$ cat config.mk
export PLATFORM = sky130hd
export DESIGN_NAME = instr_fetch_unit
export DESIGN_NICKNAME = d
export VERILOG_FILES = /design/src/rtl/instr_fetch_unit.sv
export SDC_FILE = /design/constraint.sdc
export NUM_CORES = 1
export LEC_CHECK = 0
export BUFFER_PORTS_ARGS = -buffer_cell sky130_fd_sc_hd__buf_2
export CORE_MARGIN = 5
export CORE_UTILIZATION = 51
export CTS_CLUSTER_SIZE = 28
export DETAILED_ROUTE_END_ITERATION = 16
export PLACE_DENSITY = 0.81
export SLEW_MARGIN = 20
export SYNTH_ARGS = -nofsm -noshare
export SYNTH_HDL_FRONTEND = slang
export SYNTH_SLANG_ARGS = --single-unit
$ cat constraint.sdc
create_clock -name clk -period 4.05 [get_ports clk]
set_input_delay 0.405 -clock clk [delete_from_list [all_inputs] [get_ports clk]]
set_output_delay 0.405 -clock clk [all_outputs]
set_load 0.005 [all_outputs]
$ cat src/rtl/instr_fetch_unit.sv
// instr_fetch_unit: instruction-fetch stage of the MIPS core.
// Owns the program counter. Fetches one instruction at a time over a
// req/ack handshake, holds it for the control unit, and computes the
// next PC from the branch and jump selects at retire.
// Optional feature macro: FETCH_RETIRE_CNT_EN (retired-instruction counter).
module instr_fetch_unit #(
    parameter logic [31:0] RESET_PC = 32'h0000_0000
) (
    input  logic        clk,
    input  logic        rst_n,
    output logic        imem_req,
    output logic [31:0] imem_addr,
    input  logic        imem_ack,
    input  logic [31:0] imem_rdata,
    input  logic        stall,
    input  logic        sel_pc,
    input  logic        sel_jump,
    output logic [31:0] instr,
    output logic [5:0]  opcode,
    output logic [5:0]  funct,
    output logic        instr_valid,
    output logic [31:0] pc,
    output logic [31:0] pc_plus4,
    output logic [31:0] retired_count
);

    typedef enum logic [1:0] {
        BOOT  = 2'd0,
        FETCH = 2'd1,
        EXEC  = 2'd2
    } state_t;

    // The two low address bits are dropped so the PC is always word-aligned.
    localparam logic [31:0] PC_INIT = {RESET_PC[31:2], 2'b00};

    state_t      state;
    logic [31:0] next_pc;
    logic [31:0] branch_off;
    logic        retire;

    assign pc_plus4   = pc + 32'd4;
    assign imem_addr  = pc;
    assign opcode     = instr[31:26];
    assign funct      = instr[5:0];
    assign branch_off = {{14{instr[15]}}, instr[15:0], 2'b00};
    assign retire     = (state == EXEC) && !stall;

    // Next-PC selection: jump beats branch, otherwise fall through.
    always_comb begin
        // NOTE: assigning a default first keeps every path covered, so no latch is inferred.
        next_pc = pc_plus4;
        if (sel_jump) begin
            next_pc = {pc_plus4[31:28], instr[25:0], 2'b00};
        end else if (sel_pc) begin
            next_pc = pc_plus4 + branch_off;
        end
    end

    // Fetch FSM; imem_req and instr_valid are registered alongside the state
    // so they behave as glitch-free state decodes.
    always_ff @(posedge clk or negedge rst_n) begin
        if (!rst_n) begin
            state       <= BOOT;
            pc          <= PC_INIT;
            instr       <= 32'h0;
            imem_req    <= 1'b0;
            instr_valid <= 1'b0;
        end else begin
            // NOTE: non-blocking assignments so every flop samples pre-edge values.
            case (state)
                BOOT: begin
                    state    <= FETCH;
                    imem_req <= 1'b1;
                end
                FETCH: begin
                    if (imem_ack) begin
                        instr       <= imem_rdata;
                        state       <= EXEC;
                        imem_req    <= 1'b0;
                        instr_valid <= 1'b1;
                    end
                end
                EXEC: begin
                    if (!stall) begin
                        pc          <= next_pc;
                        state       <= FETCH;
                        imem_req    <= 1'b1;
                        instr_valid <= 1'b0;
                    end
                end
                default: begin
                    state       <= BOOT;
                    imem_req    <= 1'b0;
                    instr_valid <= 1'b0;
                end
            endcase
        end
    end

`ifdef FETCH_RETIRE_CNT_EN
    // Retired-instruction counter, wraps naturally at 2^32.
    always_ff @(posedge clk or negedge rst_n) begin
        if (!rst_n) begin
            retired_count <= 32'h0;
        end else if (retire) begin
            retired_count <= retired_count + 32'd1;
        end
    end
`else
    // Counter compiled out: no flops, output tied low.
    assign retired_count = 32'h0;
    logic unused_retire;
    assign unused_retire = retire;
`endif

endmodule

* Word-level counts from Yosys, hierarchy flattened
Index checks and enable logic that the tools add are counted.
** Operators by class
- Bitwise logic cells :: 2
- Muxes and demuxes :: 11
- Equal/unequal tests :: 4
- Reduce and logical (&&, ||, !) cells :: 5
- Add/sub/neg operators :: 2
** Operators by type and width (count)
- 2-to-1 mux 32 bit :: 2
- adder 32 x 3 -> 32 bit (second input constant) :: 1
- adder 32 bit :: 1
- case mux 1 bit (3 select lines) :: 2
- case mux 2 bit (3 select lines) :: 1
- AND reduction 2 bit :: 3
- 2-to-1 mux 1 bit :: 4
- 2-to-1 mux 2 bit :: 2
- inequality test 2 bit (second input constant) :: 2
- AND reduction 3 bit :: 1
- equality test 2 x 1 -> 1 bit (second input constant) :: 1
- equality test 2 bit (second input constant) :: 1
- zero test 2 bit :: 1
- inverter 1 bit :: 2
** Word-level totals
- Output and inout bits :: 174
- Word-level logic and storage cells :: 29
- Flip-flop bits (word level) :: 68
- Bits of input ports :: 38

* Logic depth before layout (Yosys ltp)
- Depth in word-level cells :: 4
- Mapped depth :: 18

* Least setup slack after synthesis
Ideal clock, no wire load.
- Path type :: flip-flop to flip-flop
- Start :: register pc[2], in the netlist imem_addr[2]
- End :: register pc[25], in the netlist imem_addr[25]
- Stages on the path, launching flop included :: 17
- Data required time :: 3.924 ns
- Buffers on the path :: 1
- Path slack :: 0.550 ns
- Data arrival time :: 3.374 ns
- Cells stage by stage :: dfrtp_1 > ha_1 > nand2_1 > nor2_1 > nand4_1 > xnor2_1 > ha_1 > clkbuf_1 > a2111oi_0 > o21ai_0 > a31oi_1 > a21boi_0 > a21oi_2 > o211ai_1 > xor2_1 > a211oi_1 > o21ai_1
** Between the ends
- Longest elaborated chain between the ends :: 4
** Ends and longest elaborated chain
- start: declaration :: RTL line 22 : output logic [31:0] pc,
- start signal: assignment :: RTL line 85 : pc <= next_pc;
- adder 32 x 3 -> 32 bit :: RTL line 41 : assign pc_plus4 = pc + 32'd4;
- named net pc_plus4[12] :: RTL line 23 : output logic [31:0] pc_plus4,
- adder 32 bit :: RTL line 55 : next_pc = pc_plus4 + branch_off;
- 2-to-1 mux 32 bit :: RTL line 54 : end else if (sel_pc) begin
- 2-to-1 mux 32 bit :: RTL line 52 : if (sel_jump) begin
The timed path passes the listed nets, and every way through them passes these cells.
A chain may end at the register's enable or synchronous reset.

* Final worst setup path
- Start :: register pc[2], in the netlist imem_addr[2]
- End :: register pc[30], in the netlist imem_addr[30]
** Between the ends
- Longest elaborated chain between the ends :: 4
** Ends and longest elaborated chain (RTL line)
- adder 32 x 3 -> 32 bit * :: 41
- adder 32 bit :: 55
- 2-to-1 mux 32 bit :: 54
- 2-to-1 mux 32 bit * :: 52
Mark *: on every way between the ends. The rest lies on a longest branch, timed or not.

==> results.md <==
- The worst-case clock skew is 0.01555 ns.
- The final layout contains routed wiring with a total length of 16830 um.
- The half-perimeter wire length of the detailed placement result is ~13000 um.
- Adding up every negative setup slack in the final design gives 0 ns.
- In this run the tightest slew margin relative to its limit is a little over two fifths.
- Measured along the x axis, the die boundary spans 115.1 um.
- The share of final-layout standard cells stronger than drive strength 1 is 35.24%.
- The first routing iteration left 297 violations.
- The worst setup path is launched from a flip-flop.
- The final-report hold violation count is 0.
- The number of optimization iterations in the first detailed-route pass is 5.
- Entering global routing, the biggest net connects 44 pins.
- At the end of the flow, the number of nets in the layout was 890.
- Across every metal layer, demand over resource in global routing totals 24.81%.
- The CTS tree is yes.
- The number of maximum-capacitance constraint violations is 0.
- Input and output buffers added on the ports amount to about 170.
- The overall power after layout is 6.441 mW.
- The synthesized netlist contains between 60 and 70 unique library cells.
- The worst setup path is captured at a flip-flop.
- Once placement finished, the instance area stood at 6376 um2.
- The worst path uses 94.72% of the clock period.
- The clock tree root buffer cell is sky130_fd_sc_hd__clkbuf_8.
- The final number of setup-violating endpoints is 0.
- The repair_antennas step left the layout with diodes totalling 0.
- The combined area of all synthesized cells is 5635 um2.
- The vias per cell is 5.590.
- The maximum resistive drop on vdd is 519.3 uV.
- Fill cells in the final layout number 962.
- The clock reaches the later pin of the worst-skew pair after 0.36 ns.
- The footprint of the multi-input gates is 3483 um2.
- The core region area is 10840 um2.
- Clock-pin slew was measured on the worst setup and hold paths at 0.08 ns.
- The highest achievable clock rate is 260.7 MHz.
- Row generation in the floorplan step produced 38 rows.
- The data arrival at the endpoint of the critical path is 4.08 ns.
- The die is 115.1 um tall.
- The number of hold buffers added after cts is 0.
- The number of buffers added by the clock tree synthesis step is 9.
- The count of unresolved DRC violations after routing is 0.
- Routability-driven placement finished with a final weighted congestion of 0.9935.
- The actual slew at the worst max-slew pin is 0.8492 ns.
- The first global-routing pass estimated 26110 um of wire.
- In the synthesized netlist the async set-or-reset flop fraction comes to 100.0%.
- In this run the worst path has a maximum fanout of 6.
- The minimum period implied by the final worst setup slack is 3.836 ns.
- The number of warnings issued by yosys is 0.
- The maximum number of buffers from clock root to sink is 2.
- The reported leakage power is roughly 3.4 nW.
- The power density over cell area is 955.4 nW/um2.
- Summed over all layers, the global routing overflow is 0.
- The H-tree depth reported by CTS is 3.
- The sequential cell area is 1628 um2.
- Once the floorplan was initialized, standard cells occupied between 50% and 60% of the core.
- The number of sinks on the clock net is 65.
- Setup repair after global routing left no endpoint under its margin.
- During I/O placement, the number of pins put on the boundary was 212.
- The fraction of the yosys area taken by sequential cells is 28.86%.
- The initial antenna violation count is 0.
- The via count of the first global-routing pass is between 5000 and 6000.
- The run finished with clean final reports.
- By startpoint and endpoint, the worst setup path is classified as flip-flop to flip-flop.
- The synthesis-to-finish area growth is 19.63%.
- The count of final max-slew check failures is 0.
- The die covers approximately 13000 um2.
- The primary flip-flop cell chosen by synthesis mapping is sky130_fd_sc_hd__dfrtp_1.
- In the final routed layout, each cell accounts on average for roughly 18 um.
- The flop and latch count out of synthesis is 65.
- The number of instances in the synthesized netlist is 654.
- The area of all placed cells without fillers is 6741 um2.
- The detail route stage leaves a number of antenna-violating nets equal to 0.
- Data on the critical path is required at its endpoint by 4.30 ns.
- The final route contains ~5400 vias.
- The number of enable-type register cells in the synthesized netlist is 0.
- A synthesized cell averages 8.617 um2.
- The tightest hold path in the finished design has a slack of 0.02938 ns.
- The min-delay analysis places its worst path in the category primary input to asynchronous set/reset pin.
## cell families (layout without fill, tap and decap cells)
logic type / after synthesis / in the layout / share of synthesized area, %
XOR/XNOR: 48 / 48 / 7.593
buffers and inverters: 114 / 243 / 13.06
other: 1 / 38 / 0.06654
AND/OR/NAND/NOR: 179 / 179 / 15.59
flip-flops: 65 / 65 / 28.86
adder cells (fa/ha/maj): 37 / 37 / 8.348
multiplexers: 35 / 35 / 6.927
AO/OA/AOI/OAI: 175 / 175 / 19.56
## state kept, by name, indices dropped and copies added (netlist names)
register,cells
instr,32
imem_req,1
imem_addr,30
state,1
instr_valid,1
## cell usage after synthesis (3+ instances only)
cell type	n	share of area, %
sky130_fd_sc_hd__nand4_1	11	1.2
sky130_fd_sc_hd__o21ai_0	52	4.6
sky130_fd_sc_hd__buf_4	80	11
sky130_fd_sc_hd__mux2_2	32	6.4
sky130_fd_sc_hd__xnor2_1	26	4.0
sky130_fd_sc_hd__o21bai_1	5	0.67
sky130_fd_sc_hd__nor3_1	9	0.80
sky130_fd_sc_hd__a21oi_1	44	3.9
sky130_fd_sc_hd__a31oi_1	3	0.33
sky130_fd_sc_hd__nand2_1	66	4.4
sky130_fd_sc_hd__o31ai_1	5	0.67
sky130_fd_sc_hd__and3_1	7	0.78
sky130_fd_sc_hd__nor2_1	37	2.5
sky130_fd_sc_hd__a21o_1	14	1.9
sky130_fd_sc_hd__a211oi_1	9	1.2
sky130_fd_sc_hd__nor2b_1	3	0.33
sky130_fd_sc_hd__xor2_1	21	3.3
sky130_fd_sc_hd__clkbuf_1	19	1.3
sky130_fd_sc_hd__o22ai_1	6	0.67
sky130_fd_sc_hd__nand3_1	16	1.4
sky130_fd_sc_hd__or3_1	8	0.89
sky130_fd_sc_hd__mux2i_1	3	0.53
sky130_fd_sc_hd__inv_1	11	0.73
sky130_fd_sc_hd__ha_1	36	8.0
sky130_fd_sc_hd__a221oi_1	3	0.47
sky130_fd_sc_hd__dfrtp_1	65	29
sky130_fd_sc_hd__and2_1	3	0.33
sky130_fd_sc_hd__o211ai_1	6	0.80
sky130_fd_sc_hd__a211o_1	3	0.47
## routing by layer
layer	track usage, %	up-vias	wire length (um)
li1	-	2546	-
met1	34.27	2552	7407
met2	39.31	248	7876
met3	5.105	20	1324
met4	7.512	0	225
met5	0	-	0
## final cells by class
type / instances / share of cell area (%)
clock buffer: 9 / 1.837
clock inverter: 7 / 1.392
inverter: 13 / 0.7238
multi-input combinational: 512 / 51.67
sequential: 65 / 24.15
tap: 140 / 2.598
timing repair buffer: 214 / 17.63
## what timing repair did
item | 4_1_cts | 5_1_grt
endpoints found under the hold margin | 0 | 0
pin swaps | 0 | 3
setup buffers | 0 | 8
setup endpoints to repair | 3 | 9
resized for setup | 3 | 13
## placed cells by master, fill, tap and decap left out, types with 3 or more instances in the layout
cell type / count
sky130_fd_sc_hd__dfrtp_1: 64
sky130_fd_sc_hd__clkbuf_8: 9
sky130_fd_sc_hd__mux2_2: 32
sky130_fd_sc_hd__a211o_1: 3
sky130_fd_sc_hd__and3_1: 7
sky130_fd_sc_hd__a21o_1: 14
sky130_fd_sc_hd__nand4_1: 11
sky130_fd_sc_hd__nor3_1: 8
sky130_fd_sc_hd__o31ai_1: 5
sky130_fd_sc_hd__or3_1: 7
sky130_fd_sc_hd__inv_1: 11
sky130_fd_sc_hd__a21oi_1: 44
sky130_fd_sc_hd__o21ai_1: 3
sky130_fd_sc_hd__o22ai_1: 6
sky130_fd_sc_hd__nand2_1: 65
sky130_fd_sc_hd__o21ai_0: 51
sky130_fd_sc_hd__nand3_1: 15
sky130_fd_sc_hd__xor2_1: 20
sky130_fd_sc_hd__buf_2: 172
sky130_fd_sc_hd__mux2i_1: 3
sky130_fd_sc_hd__o21bai_1: 5
sky130_fd_sc_hd__conb_1: 38
sky130_fd_sc_hd__nor2b_1: 3
sky130_fd_sc_hd__nor2_1: 36
sky130_fd_sc_hd__a31oi_1: 3
sky130_fd_sc_hd__xnor2_2: 3
sky130_fd_sc_hd__and2_1: 3
sky130_fd_sc_hd__o211ai_1: 6
sky130_fd_sc_hd__a211oi_1: 9
sky130_fd_sc_hd__ha_1: 34
sky130_fd_sc_hd__xnor2_1: 23
sky130_fd_sc_hd__a221oi_1: 3
sky130_fd_sc_hd__buf_4: 41
## per-stage QoR
stage               utilization (%)  setup WS, ns  cells
global placement              58.82      -0.07741    936
detailed placement            58.82       -0.2409    936
floorplan                         -        0.5503    691
global route                  62.19      0.003813    960
CTS                           60.94       0.05545    952
finish                        62.19        0.2138    960
## critical path, stage by stage, from the launching register on
cell and delay [ns]:
sky130_fd_sc_hd__dfrtp_1 0.42, sky130_fd_sc_hd__ha_2 0.24, sky130_fd_sc_hd__nand2_1 0.13, sky130_fd_sc_hd__nor2_4 0.18, sky130_fd_sc_hd__nand3_2 0.18, sky130_fd_sc_hd__buf_4 0.20, sky130_fd_sc_hd__nor3_4 0.22, sky130_fd_sc_hd__nand2_1 0.15
sky130_fd_sc_hd__xnor2_2 0.24, sky130_fd_sc_hd__ha_1 0.31, sky130_fd_sc_hd__buf_4 0.17, sky130_fd_sc_hd__nand2_1 0.05, sky130_fd_sc_hd__nand2_1 0.05, sky130_fd_sc_hd__a21oi_1 0.25, sky130_fd_sc_hd__o21ai_0 0.12, sky130_fd_sc_hd__a21oi_1 0.17
sky130_fd_sc_hd__o41ai_1 0.12, sky130_fd_sc_hd__xor2_1 0.16, sky130_fd_sc_hd__a221o_1 0.35
## path summary, 6_finish.rpt
check                               from            end  slack (ns)  depth (start not counted)
setup / recovery            imem_addr[2]  imem_addr[30]        0.21                         18
hold / removal                     rst_n       instr[6]        0.03                          1
setup reg to reg            imem_addr[2]  imem_addr[30]        0.21                         18
hold reg to reg              instr_valid    instr_valid        0.51                          2
max in group asynchronous          rst_n  imem_addr[12]        3.30                          2
min in group clk           imem_rdata[3]       instr[3]        0.28                          2
## report_power, final
group          switching, mW  internal, mW
combinational           2.32          2.10
sequential             0.435         0.966
clock                  0.282         0.346
total                   3.03          3.41
No activity file was read; power rests on OpenSTA's default activity.
